File: config.mk
export PLATFORM = sky130hd
export DESIGN_NAME = multiplicador_seq_flat
export DESIGN_NICKNAME = d
export VERILOG_FILES = /design/src/rtl/multiplicador_seq_pkg.sv /design/src/rtl/multiplicador_seq_if.sv /design/src/rtl/full_adder.sv /design/src/rtl/multiplicador_seq_add_shift_step.sv /design/src/rtl/multiplicador_seq.sv /design/src/flat_wrapper.sv
export SDC_FILE = /design/constraint.sdc
export NUM_CORES = 1
export LEC_CHECK = 0
export CORE_MARGIN = 4
export CORE_UTILIZATION = 45
export CTS_BUF_LIST = sky130_fd_sc_hd__clkbuf_16
export DETAILED_ROUTE_END_ITERATION = 6
export GPL_ROUTABILITY_DRIVEN = 0
export PLACE_DENSITY = 0.82
export SETUP_SLACK_MARGIN = 0.4
export SLEW_MARGIN = 0
export SYNTH_ARGS = -nofsm -noshare
export SYNTH_HDL_FRONTEND = slang
export SYNTH_HIERARCHICAL = 1
export SYNTH_SLANG_ARGS = --single-unit
File: constraint.sdc
create_clock -name clk -period 13.6 [get_ports clk]
set_clock_uncertainty 0.1 [all_clocks]
set_input_delay 2.72 -clock clk [delete_from_list [all_inputs] [get_ports clk]]
set_output_delay 2.72 -clock clk [all_outputs]
set_load 0.05 [all_outputs]
File: src/rtl/multiplicador_seq_pkg.sv
// rtl/multiplicador_seq_pkg.sv - shared constants and state encodings for the sequential multiplier
package mult_pkg;

    localparam int DEF_WIDTH      = 32;
    localparam int DEF_CNT_W      = 6;
    localparam int DEF_DONE_COUNT = DEF_WIDTH - 1;

    typedef enum logic [1:0] {
        IDLE = 2'b00,
        RUN  = 2'b01,
        DONE = 2'b10
    } state_t;

    // Counter value seen on the edge that performs the last add/shift
    function automatic int done_count(input int width);
        return width - 1;
    endfunction

endpackage

File: src/rtl/multiplicador_seq_if.sv
// rtl/multiplicador_seq_if.sv - start/busy/done handshake shared by the multiplier and divider
interface multiplicador_seq_if
    import mult_pkg::*;
#(
    parameter int WIDTH = DEF_WIDTH
);
    logic                 start;
    logic [WIDTH-1:0]     mcand;
    logic [WIDTH-1:0]     mplier;
    logic                 busy;
    logic                 done;
    logic [2*WIDTH-1:0]   product;

    modport master (
        output start, mcand, mplier,
        input  busy, done, product
    );

    modport slave (
        input  start, mcand, mplier,
        output busy, done, product
    );
endinterface

File: src/rtl/full_adder.sv
// rtl/full_adder.sv - one-bit full adder cell shared with the divider datapath
module Full_adder (
    input  logic a,
    input  logic b,
    input  logic ci,
    output logic s,
    output logic co
);
    assign s  = a ^ b ^ ci;
    assign co = (a & b) | (ci & (a ^ b));
endmodule

File: src/rtl/multiplicador_seq_add_shift_step.sv
// rtl/multiplicador_seq_add_shift_step.sv - one conditional add plus right shift of the partial product
module add_shift_step
    import mult_pkg::*;
#(
    parameter int WIDTH = DEF_WIDTH
) (
    input  logic [2*WIDTH:0]   p,
    input  logic [WIDTH-1:0]   m,
    output logic [2*WIDTH:0]   p_next
);
    logic [WIDTH:0]   carry;
    logic [WIDTH:0]   sum;
    logic [WIDTH:0]   upper;

    assign carry[0] = 1'b0;

    for (genvar i = 0; i < WIDTH; i++) begin : g_ripple
        Full_adder u_fa (
            .a  (p[WIDTH+i]),
            .b  (m[i]),
            .ci (carry[i]),
            .s  (sum[i]),
            .co (carry[i+1])
        );
    end

    assign sum[WIDTH] = carry[WIDTH];

    // Carry lands in bit 2W and is pulled back into range by the shift
    assign upper  = p[0] ? sum : p[2*WIDTH:WIDTH];
    assign p_next = {1'b0, upper, p[WIDTH-1:1]};
endmodule

File: src/rtl/multiplicador_seq.sv
// rtl/multiplicador_seq.sv - unsigned shift-and-add multiplier, one iteration per clock
module multiplicador_seq
    import mult_pkg::*;
#(
    parameter int WIDTH = DEF_WIDTH,
    parameter int CNT_W = DEF_CNT_W
) (
    input  logic                  clk,
    input  logic                  r,
    multiplicador_seq_if.slave    bus
);
    localparam logic [CNT_W-1:0] LAST = CNT_W'(done_count(WIDTH));

    state_t              state;
    logic [CNT_W-1:0]    cnt;
    logic [WIDTH-1:0]    m;
    logic [2*WIDTH:0]    p;
    logic [2*WIDTH:0]    p_next;

    add_shift_step #(.WIDTH(WIDTH)) u_step (
        .p      (p),
        .m      (m),
        .p_next (p_next)
    );

    always_ff @(posedge clk or posedge r) begin
        if (r) begin
            state       <= IDLE;
            cnt         <= '0;
            m           <= '0;
            p           <= '0;
            bus.product <= '0;
            bus.busy    <= 1'b0;
            bus.done    <= 1'b0;
        end else begin
            case (state)
                IDLE: begin
                    bus.done <= 1'b0;
                    if (bus.start) begin
                        m        <= bus.mcand;
                        p        <= {{(WIDTH+1){1'b0}}, bus.mplier};
                        cnt      <= '0;
                        state    <= RUN;
                        bus.busy <= 1'b1;
                    end
                end
                RUN: begin
                    p   <= p_next;
                    cnt <= cnt + CNT_W'(1);
                    // Product is published only once, from the final step
                    if (cnt == LAST) begin
                        state       <= DONE;
                        bus.product <= p_next[2*WIDTH-1:0];
                        bus.busy    <= 1'b0;
                        bus.done    <= 1'b1;
                    end
                end
                DONE: begin
                    bus.done <= 1'b0;
                    state    <= IDLE;
                end
                default: begin
                    state    <= IDLE;
                    bus.busy <= 1'b0;
                    bus.done <= 1'b0;
                end
            endcase
        end
    end
endmodule

File: src/flat_wrapper.sv
// flat-port wrapper written by rule: the top's interface ports become plain ports
module multiplicador_seq_flat import mult_pkg::*;
#(
    parameter int WIDTH = DEF_WIDTH,
    parameter int CNT_W = DEF_CNT_W
)
  (clk, r, bus_start, bus_mcand, bus_mplier, bus_busy, bus_done, bus_product);
  multiplicador_seq_if #(.WIDTH(WIDTH)) bus_i ();
  input  logic clk;
  input  logic r;
  input wire logic [$bits(bus_i.start)-1:0] bus_start;
  input wire logic [$bits(bus_i.mcand)-1:0] bus_mcand;
  input wire logic [$bits(bus_i.mplier)-1:0] bus_mplier;
  output wire logic [$bits(bus_i.busy)-1:0] bus_busy;
  output wire logic [$bits(bus_i.done)-1:0] bus_done;
  output wire logic [$bits(bus_i.product)-1:0] bus_product;
  assign bus_i.start = bus_start;
  assign bus_i.mcand = bus_mcand;
  assign bus_i.mplier = bus_mplier;
  assign bus_busy = bus_i.busy;
  assign bus_done = bus_i.done;
  assign bus_product = bus_i.product;
  multiplicador_seq #(.WIDTH(WIDTH), .CNT_W(CNT_W)) u_core (.clk(clk), .r(r), .bus(bus_i));
endmodule
Word level (Yosys, flattened, before mapping):

Index checks and enable logic that the tools add are counted.

* word-level logic and storage cells: 191
* register bits: 171

* multiplexer cells: 13
* equal/unequal tests: 5
* reductions and logical operators: 7
* add/subtract/negate cells: 1
* bitwise gates (word level): 158

Operators by type and width (number)
* one-hot mux 65 bit (2 select lines): 1
* 2-to-1 mux 65 bit: 1
* AND 1 bit: 63
* XOR 1 bit: 63
* 2-to-1 mux 33 bit: 1
* OR 1 bit: 31
* one-hot mux 6 bit (2 select lines): 1
* AND reduction 2 bit: 4
* adder 6 x 1 -> 6 bit, second input constant: 1
* == test 6 x 5 -> 1 bit, second input constant: 1
* 2-to-1 mux 6 bit: 1
* 2-to-1 mux 1 bit: 4
* 2-to-1 mux 2 bit: 2
* one-hot mux 2 bit (2 select lines): 1
* one-hot mux 1 bit (3 select lines): 1
* AND reduction 3 bit: 1
* == test 2 x 1 -> 1 bit, second input constant: 1
* == test 2 bit, second input constant: 1
* logical NOT 2 bit: 1
* != test 2 x 1 -> 1 bit, second input constant: 1
* != test 2 bit, second input constant: 1
* nonzero test 2 bit: 1
* inverter 1 bit: 1

Depth between registers and ports, before layout:

* depth in word-level cells: 65
* depth in mapped cells: 34
* gate-level depth less buffers: 34

Cells and area by module:

Netlist, hierarchy kept.

By module, submodules not included
* multiplicador_seq: instances 1, area an instance 6974.2 µm², cells an instance 498
* add_shift_step: instances 1, area an instance 799.5 µm², cells an instance 70
* Full_adder: instances 32, area an instance 20.0 µm², cells an instance 1

Worst setup path after synthesis:

OpenSTA, ideal clock, no wires.

* kind: register to register
* from: register u_core.p[32]
* to: register u_core.bus.product[62]
* data required time: 13.375 ns
* clock period less this slack: 13.367 ns
* slack: 0.233 ns
* setup time: 0.125 ns
* path buffers: 0
* stages on the path, launching flop included: 35
* arrival time: 13.142 ns
* cells stage by stage: dfrtp_1 fa_1 fa_1 fa_1 fa_1 fa_1 fa_1 fa_1 fa_1 fa_1 fa_1 fa_1 fa_1 fa_1 fa_1 fa_1 fa_1 fa_1 fa_1 fa_1 fa_1 fa_1 fa_1 fa_1 fa_1 fa_1 fa_1 fa_1 fa_1 fa_1 fa_1 fa_1 fa_1 mux2_4 mux2_2

* word-level cells in the longest chain between the ends: 63

RTL lines
* start, declared: line multiplicador_seq.sv:17 `logic [2*WIDTH:0] p;`
* start signal, assigned: line multiplicador_seq.sv:41 `p <= {{(WIDTH+1){1'b0}}, bus.mplier};`
* start signal, assigned: line multiplicador_seq.sv:48 `p <= p_next;`
* AND 1 bit: line full_adder.sv:10 `assign co = (a & b) | (ci & (a ^ b));`
* via u_core.u_step.carry[1]: line multiplicador_seq_add_shift_step.sv:11 `logic [WIDTH:0] carry;`
* AND 1 bit: line full_adder.sv:10
* OR 1 bit: line full_adder.sv:10
* via u_core.u_step.carry[2]: line multiplicador_seq_add_shift_step.sv:11
* AND 1 bit: line full_adder.sv:10
* OR 1 bit: line full_adder.sv:10
* via u_core.u_step.carry[3]: line multiplicador_seq_add_shift_step.sv:11
* [... 2 more ...]
* via u_core.u_step.carry[4]: line multiplicador_seq_add_shift_step.sv:11
* [... 2 more ...]
* via u_core.u_step.carry[5]: line multiplicador_seq_add_shift_step.sv:11
* [... 2 more ...]
* via u_core.u_step.carry[6]: line multiplicador_seq_add_shift_step.sv:11
* [... 2 more ...]
* via u_core.u_step.carry[7]: line multiplicador_seq_add_shift_step.sv:11
* [... 2 more ...]
* via u_core.u_step.carry[8]: line multiplicador_seq_add_shift_step.sv:11
* [... 2 more ...]
* via u_core.u_step.carry[9]: line multiplicador_seq_add_shift_step.sv:11
* [... 2 more ...]
* via u_core.u_step.carry[10]: line multiplicador_seq_add_shift_step.sv:11
* [... 2 more ...]
* via u_core.u_step.carry[11]: line multiplicador_seq_add_shift_step.sv:11
* [... 2 more ...]
* via u_core.u_step.carry[12]: line multiplicador_seq_add_shift_step.sv:11
* [... 2 more ...]
* via u_core.u_step.carry[13]: line multiplicador_seq_add_shift_step.sv:11
* [... 2 more ...]
* via u_core.u_step.carry[14]: line multiplicador_seq_add_shift_step.sv:11
* [... 2 more ...]
* via u_core.u_step.carry[15]: line multiplicador_seq_add_shift_step.sv:11
* [... 2 more ...]
* via u_core.u_step.carry[16]: line multiplicador_seq_add_shift_step.sv:11
* [... 2 more ...]
* via u_core.u_step.carry[17]: line multiplicador_seq_add_shift_step.sv:11
* [... 2 more ...]
* via u_core.u_step.carry[18]: line multiplicador_seq_add_shift_step.sv:11
* [... 2 more ...]
* via u_core.u_step.carry[19]: line multiplicador_seq_add_shift_step.sv:11
* [... 2 more ...]
* via u_core.u_step.carry[20]: line multiplicador_seq_add_shift_step.sv:11
* [... 2 more ...]
* via u_core.u_step.carry[21]: line multiplicador_seq_add_shift_step.sv:11
* [... 2 more ...]
* via u_core.u_step.carry[22]: line multiplicador_seq_add_shift_step.sv:11
* [... 2 more ...]
* via u_core.u_step.carry[23]: line multiplicador_seq_add_shift_step.sv:11
* [... 2 more ...]
* via u_core.u_step.carry[24]: line multiplicador_seq_add_shift_step.sv:11
* [... 2 more ...]
* via u_core.u_step.carry[25]: line multiplicador_seq_add_shift_step.sv:11
* [... 2 more ...]
* via u_core.u_step.carry[26]: line multiplicador_seq_add_shift_step.sv:11
* [... 2 more ...]
* via u_core.u_step.carry[27]: line multiplicador_seq_add_shift_step.sv:11
* [... 2 more ...]
* via u_core.u_step.carry[28]: line multiplicador_seq_add_shift_step.sv:11
* [... 2 more ...]
* via u_core.u_step.carry[29]: line multiplicador_seq_add_shift_step.sv:11
* [... 2 more ...]
* via u_core.u_step.carry[30]: line multiplicador_seq_add_shift_step.sv:11
* AND 1 bit: line full_adder.sv:10
* OR 1 bit: line full_adder.sv:10
* via u_core.u_step.carry[31]: line multiplicador_seq_add_shift_step.sv:11
* XOR 1 bit: line full_adder.sv:9 `assign s = a ^ b ^ ci;`
* via u_core.u_step.sum[31]: line multiplicador_seq_add_shift_step.sv:12 `logic [WIDTH:0] sum;`
* 2-to-1 mux 33 bit: line multiplicador_seq_add_shift_step.sv:30 `assign upper = p[0] ? sum : p[2*WIDTH:WIDTH];`
* via u_core.p_next[62]: line multiplicador_seq.sv:18 `logic [2*WIDTH:0] p_next;`
* end signal, assigned: line multiplicador_seq.sv:53 `bus.product <= p_next[2*WIDTH-1:0];`
* end, declared: line multiplicador_seq_if.sv:21 `output busy, done, product`

The timed path passes the listed nets, and every way through them passes these cells.
A chain may end at the register's enable or synchronous reset.

Worst setup path in the final report:

Ends and elaborated chain as after synthesis.

==> impl_metrics.py <==
metrics = {
    "setup_path": {
        "worst_setup_path_start_kind": "register",
        "crit_fanout": 2,
        "rr_endpoint": "u_core/bus.product[62]$_DFFE_PP0P_",
        "worst-r2r-cell-count": 34,
        "critical_path_arrival_ns": 13.14,
        "cp_slowest_stage_delay_ns": 0.44,
        "worstSetupStartpoint": "u_core/p[32]$_DFFE_PP0P_",
        "timing.critical_path.to": "u_core/bus.product[62]$_DFFE_PP0P_",
        "critical_path_required_ns": 13.81,
        "critPathMostFrequentCell": "sky130_fd_sc_hd__fa_2",
        "beginning_of_the_worst_register_to_register_path": "u_core/p[32]$_DFFE_PP0P_",
        "critical-path-slowest-cell": "sky130_fd_sc_hd__fa_1",
        "worstPathBufferInverterCount": 0,
        "critPathCaptureType": "register",
        "crit_cells": 34,
        "setup.worst_path.class": "register to register",
        "r2r_slack_ns": 0.67,
        "critical-path-top-delay-family": "adder cells",
    },
    "clock_tree": {
        "cts_made_buffers": 17,
        "cts_htree_levels": 4,
        "tritoncts": "done",
        "clk_path_buf_depth": 2,
        "clk_pin_slew_ns": 0.07,
        "clock_sink_count": 171,
        "skew_pair_late_insertion_delay_ns": 0.42,
        "postCtsHoldBufs": 0,
        "clock-root-buffer": "sky130_fd_sc_hd__clkbuf_16",
    },
    "die": {
        "num_rows": 49,
        "die_height_um": 145,
        "placeableCoreArea_sq_mm": 0.0181,
        "initial_core_util_pct": 46.4,
        "fp.dieArea_sq_mm": 0.0209,
        "chipWidth_um": 145,
        "io_pins": 133,
    },
    "sta": {
        "finalCritPeriodShare_pct": 95.1,
        "setup_viol_count_final": 0,
        "totalNegativeSetupSlack_ns": 0,
        "timing.final.ws_setup_ns": 0.666,
        "setup_repair_after_global_routing_missed_its_margin": "false",
        "drv_slew": 0,
        "timing.fmax_ghz": 0.0773,
        "worst_slew_pin_slew_ns": 1.14,
        "holdWs_ns": 0.391,
        "worst_slew_margin_rel_pct": 23.9,
        "period_needed_ns": 12.93,
        "hold_violations": 0,
    },
    "synthesis": {
        "synth.ff_latch_count": 171,
        "synth-compound-area-share_pct": 10.9,
        "yosys.area_share.xor_xnor_pct": 0,
        "post_synth.cell_area_avg_sq_um": 14.0,
        "synth_sequential_area_ratio_pct": 50.9,
        "synth_top_family_by_area": "multiplexers",
        "synth_largest_area_cell": "sky130_fd_sc_hd__dfrtp_1",
        "synth.yosys.warnings": 6,
        "yosysTopAreaCellShare_pct": 50.9,
        "syn_area_sq_mm": 0.00841,
        "synth_enable_flop_cells": 0,
        "async_reset_ff_share_pct": 100,
        "synthesis.instances": 600,
        "synthMuxAreaShare_pct": 20.0,
        "synth_ff_type": "sky130_fd_sc_hd__dfrtp_1",
        "yosys.area_share.adder_pct": 7.76,
        "post_synth_main_area_contributors": "sky130_fd_sc_hd__dfrtp_1, sky130_fd_sc_hd__mux2_4, sky130_fd_sc_hd__mux2_2",
        "netlist-cell-type-count": 36,
        "synth_simple_gate_area_share_pct": 3.63,
    },
    "cells_and_area": {
        "antennaDiodeCount": 0,
        "final_cell_area_sq_mm": 0.0102,
        "syn_to_final_growth_pct": 21.5,
        "fraction_of_final_layout_cells_with_drive_strength_greater_than_1_pct": 27.5,
        "final_net_count": 788,
        "final_core_utilization_pct": 56.3,
        "instances_no_fill": 930,
    },
    "power": {
        "total_switching_power_mw": 0.918,
        "combinational_power_share_pct": 44.1,
        "design_power_total_mw": 2.39,
        "vdd.ir_drop.worst_v": 0.000137,
        "seq_power_share_pct": 34.8,
        "power_switching_share_pct": 38.5,
        "power.leakage_nw": 4.41,
        "power-per-cell-area_mw_per_mm2": 233,
        "clock_power_share_pct": 21.1,
        "p_int_mw": 1.47,
    },
    "outcome": {
        "status": "finished, final reports clean",
    },
    "placement": {
        "post_dp_area_sq_mm": 0.00957,
        "dp.final_hpwl_um": 11000,
        "buffers_on_ports": 132,
        "dp_cells": 897,
        "post-place-ws_ns": -0.0835,
    },
    "route": {
        "drt_iter0_markers": 237,
        "post_drt_wl_per_cell_um": 18.5,
        "drt_drc_violations_left": 0,
        "postRouteAntennaNets": 0,
        "drtPass1Iterations": 4,
        "vias": 5031,
        "vias_per_cell": 5.41,
        "routed_wirelength_um": 17200,
    },
    "min_path": {
        "hold-path-cell-count": 1,
        "min-delay-path-class": "register to register",
    },
    "global_routing": {
        "grt_antenna_before_repair": 0,
        "global_route.usage.total_pct": 16.9,
        "maximum_number_of_pins_on_one_net_before_global_route_repair": 93,
        "grt_pass1_vias": 5449,
        "gr-total-overflow": 0,
        "grt_pass1_wl_um": 27900,
    },
    "run": {
        "timing.max_cap.violations": 0,
    },
}
-- cells in the mapped netlist, drive strengths merged, types with 5 or more instances --
master  instances
dfrtp         171
mux2          129
buf            54
o21ai          36
a22o           34
a21oi          32
a22oi          32
fa             32
nor2b          32
clkbuf         19
nand2           5
-- worst min path at each step --
stage | start | slack (ns) | end
after floorplan | u_core/cnt[5]$_DFFE_PP0P_ | 0.34 | u_core/cnt[5]$_DFFE_PP0P_
after detailed placement | u_core/bus.done$_DFFE_PP0P_ | 0.38 | u_core/bus.done$_DFFE_PP0P_
after global routing | u_core/cnt[5]$_DFFE_PP0P_ | 0.40 | u_core/cnt[5]$_DFFE_PP0P_
after global placement | u_core/cnt[5]$_DFFE_PP0P_ | 0.36 | u_core/cnt[5]$_DFFE_PP0P_
final | u_core/cnt[5]$_DFFE_PP0P_ | 0.39 | u_core/cnt[5]$_DFFE_PP0P_
after CTS | u_core/cnt[5]$_DFFE_PP0P_ | 0.39 | u_core/cnt[5]$_DFFE_PP0P_
-- cells by family after synthesis --
| family | count (synthesis) |
|---|---|
| AOI/OAI and AO/OA | 139 |
| adders and majority gates | 33 |
| buffers and inverters | 75 |
| DFF | 171 |
| muxes | 131 |
| other | 1 |
| and+or+nand+nor | 50 |
-- layout by cell type, fill, tap and decap left out, drive strengths merged, types with 4 or more instances in the layout --
cell type	netlist	layout
a21oi	32	32
a22o	34	34
a22oi	32	32
buf	54	9
bufinv	0	4
clkbuf	19	17
clkdlybuf4s50	0	132
clkinv	0	6
dfrtp	171	171
fa	32	32
inv	2	5
mux2	129	129
nand2	5	5
nor2b	32	32
o21ai	36	36
-- power by group through the flow --
stage	clock network, mW	registers, mW	logic, mW
5_1_grt	0.536	0.858	1.12
4_1_cts	0.516	0.833	1.06
3_3_place_gp	0	0.831	1.02
3_5_place_dp	0	0.838	1.05
6_report	0.503	0.831	1.05
2_1_floorplan	0	1.14	0.440
-- per-layer routing --
layer / track usage, % / share of wire (%) / vias to the layer above
met1: 22.7 / 46 / 2590
met3: 3.78 / 4.9 / 15
met2: 27.1 / 48 / 141
li1: - / - / 2285
met5: 0 / 0 / -
met4: 5.94 / 1.2 / 0
-- flip-flops by register name, indices dropped and copies added (netlist names) --
name and count:
u_core/bus.busy 1, u_core/bus.product 64, u_core/m 32, u_core/p 65, u_core/bus.done 1, u_core/state 2
u_core/cnt 6
-- worst register-to-register path, delay by kind of cell (launching register included) --
family                     cells  cell delay (ns)
adders and majority gates     32            11.77
muxes                          2             0.53
DFF                            1             0.40
-- what timing repair did --
item / 4_1_cts / 5_1_grt
setup buffers: 1 / 0
gates resized for setup: 10 / 6
endpoints found under the setup margin: 6 / 4
-- layout make-up --
| class | instances | area (sq um) |
|---|---|---|
| Clock inverter | 15 | 185 |
| Tap cell | 229 | 287 |
| Timing Repair Buffer | 141 | 1390 |
| Inverter | 2 | 12.5 |
| Multi-Input combinational cell | 355 | 3640 |
| Clock buffer | 17 | 425 |
| Sequential cell | 171 | 4280 |
| Fill cell | 1458 | 7920 |
(Power assumes the default switching activity.)
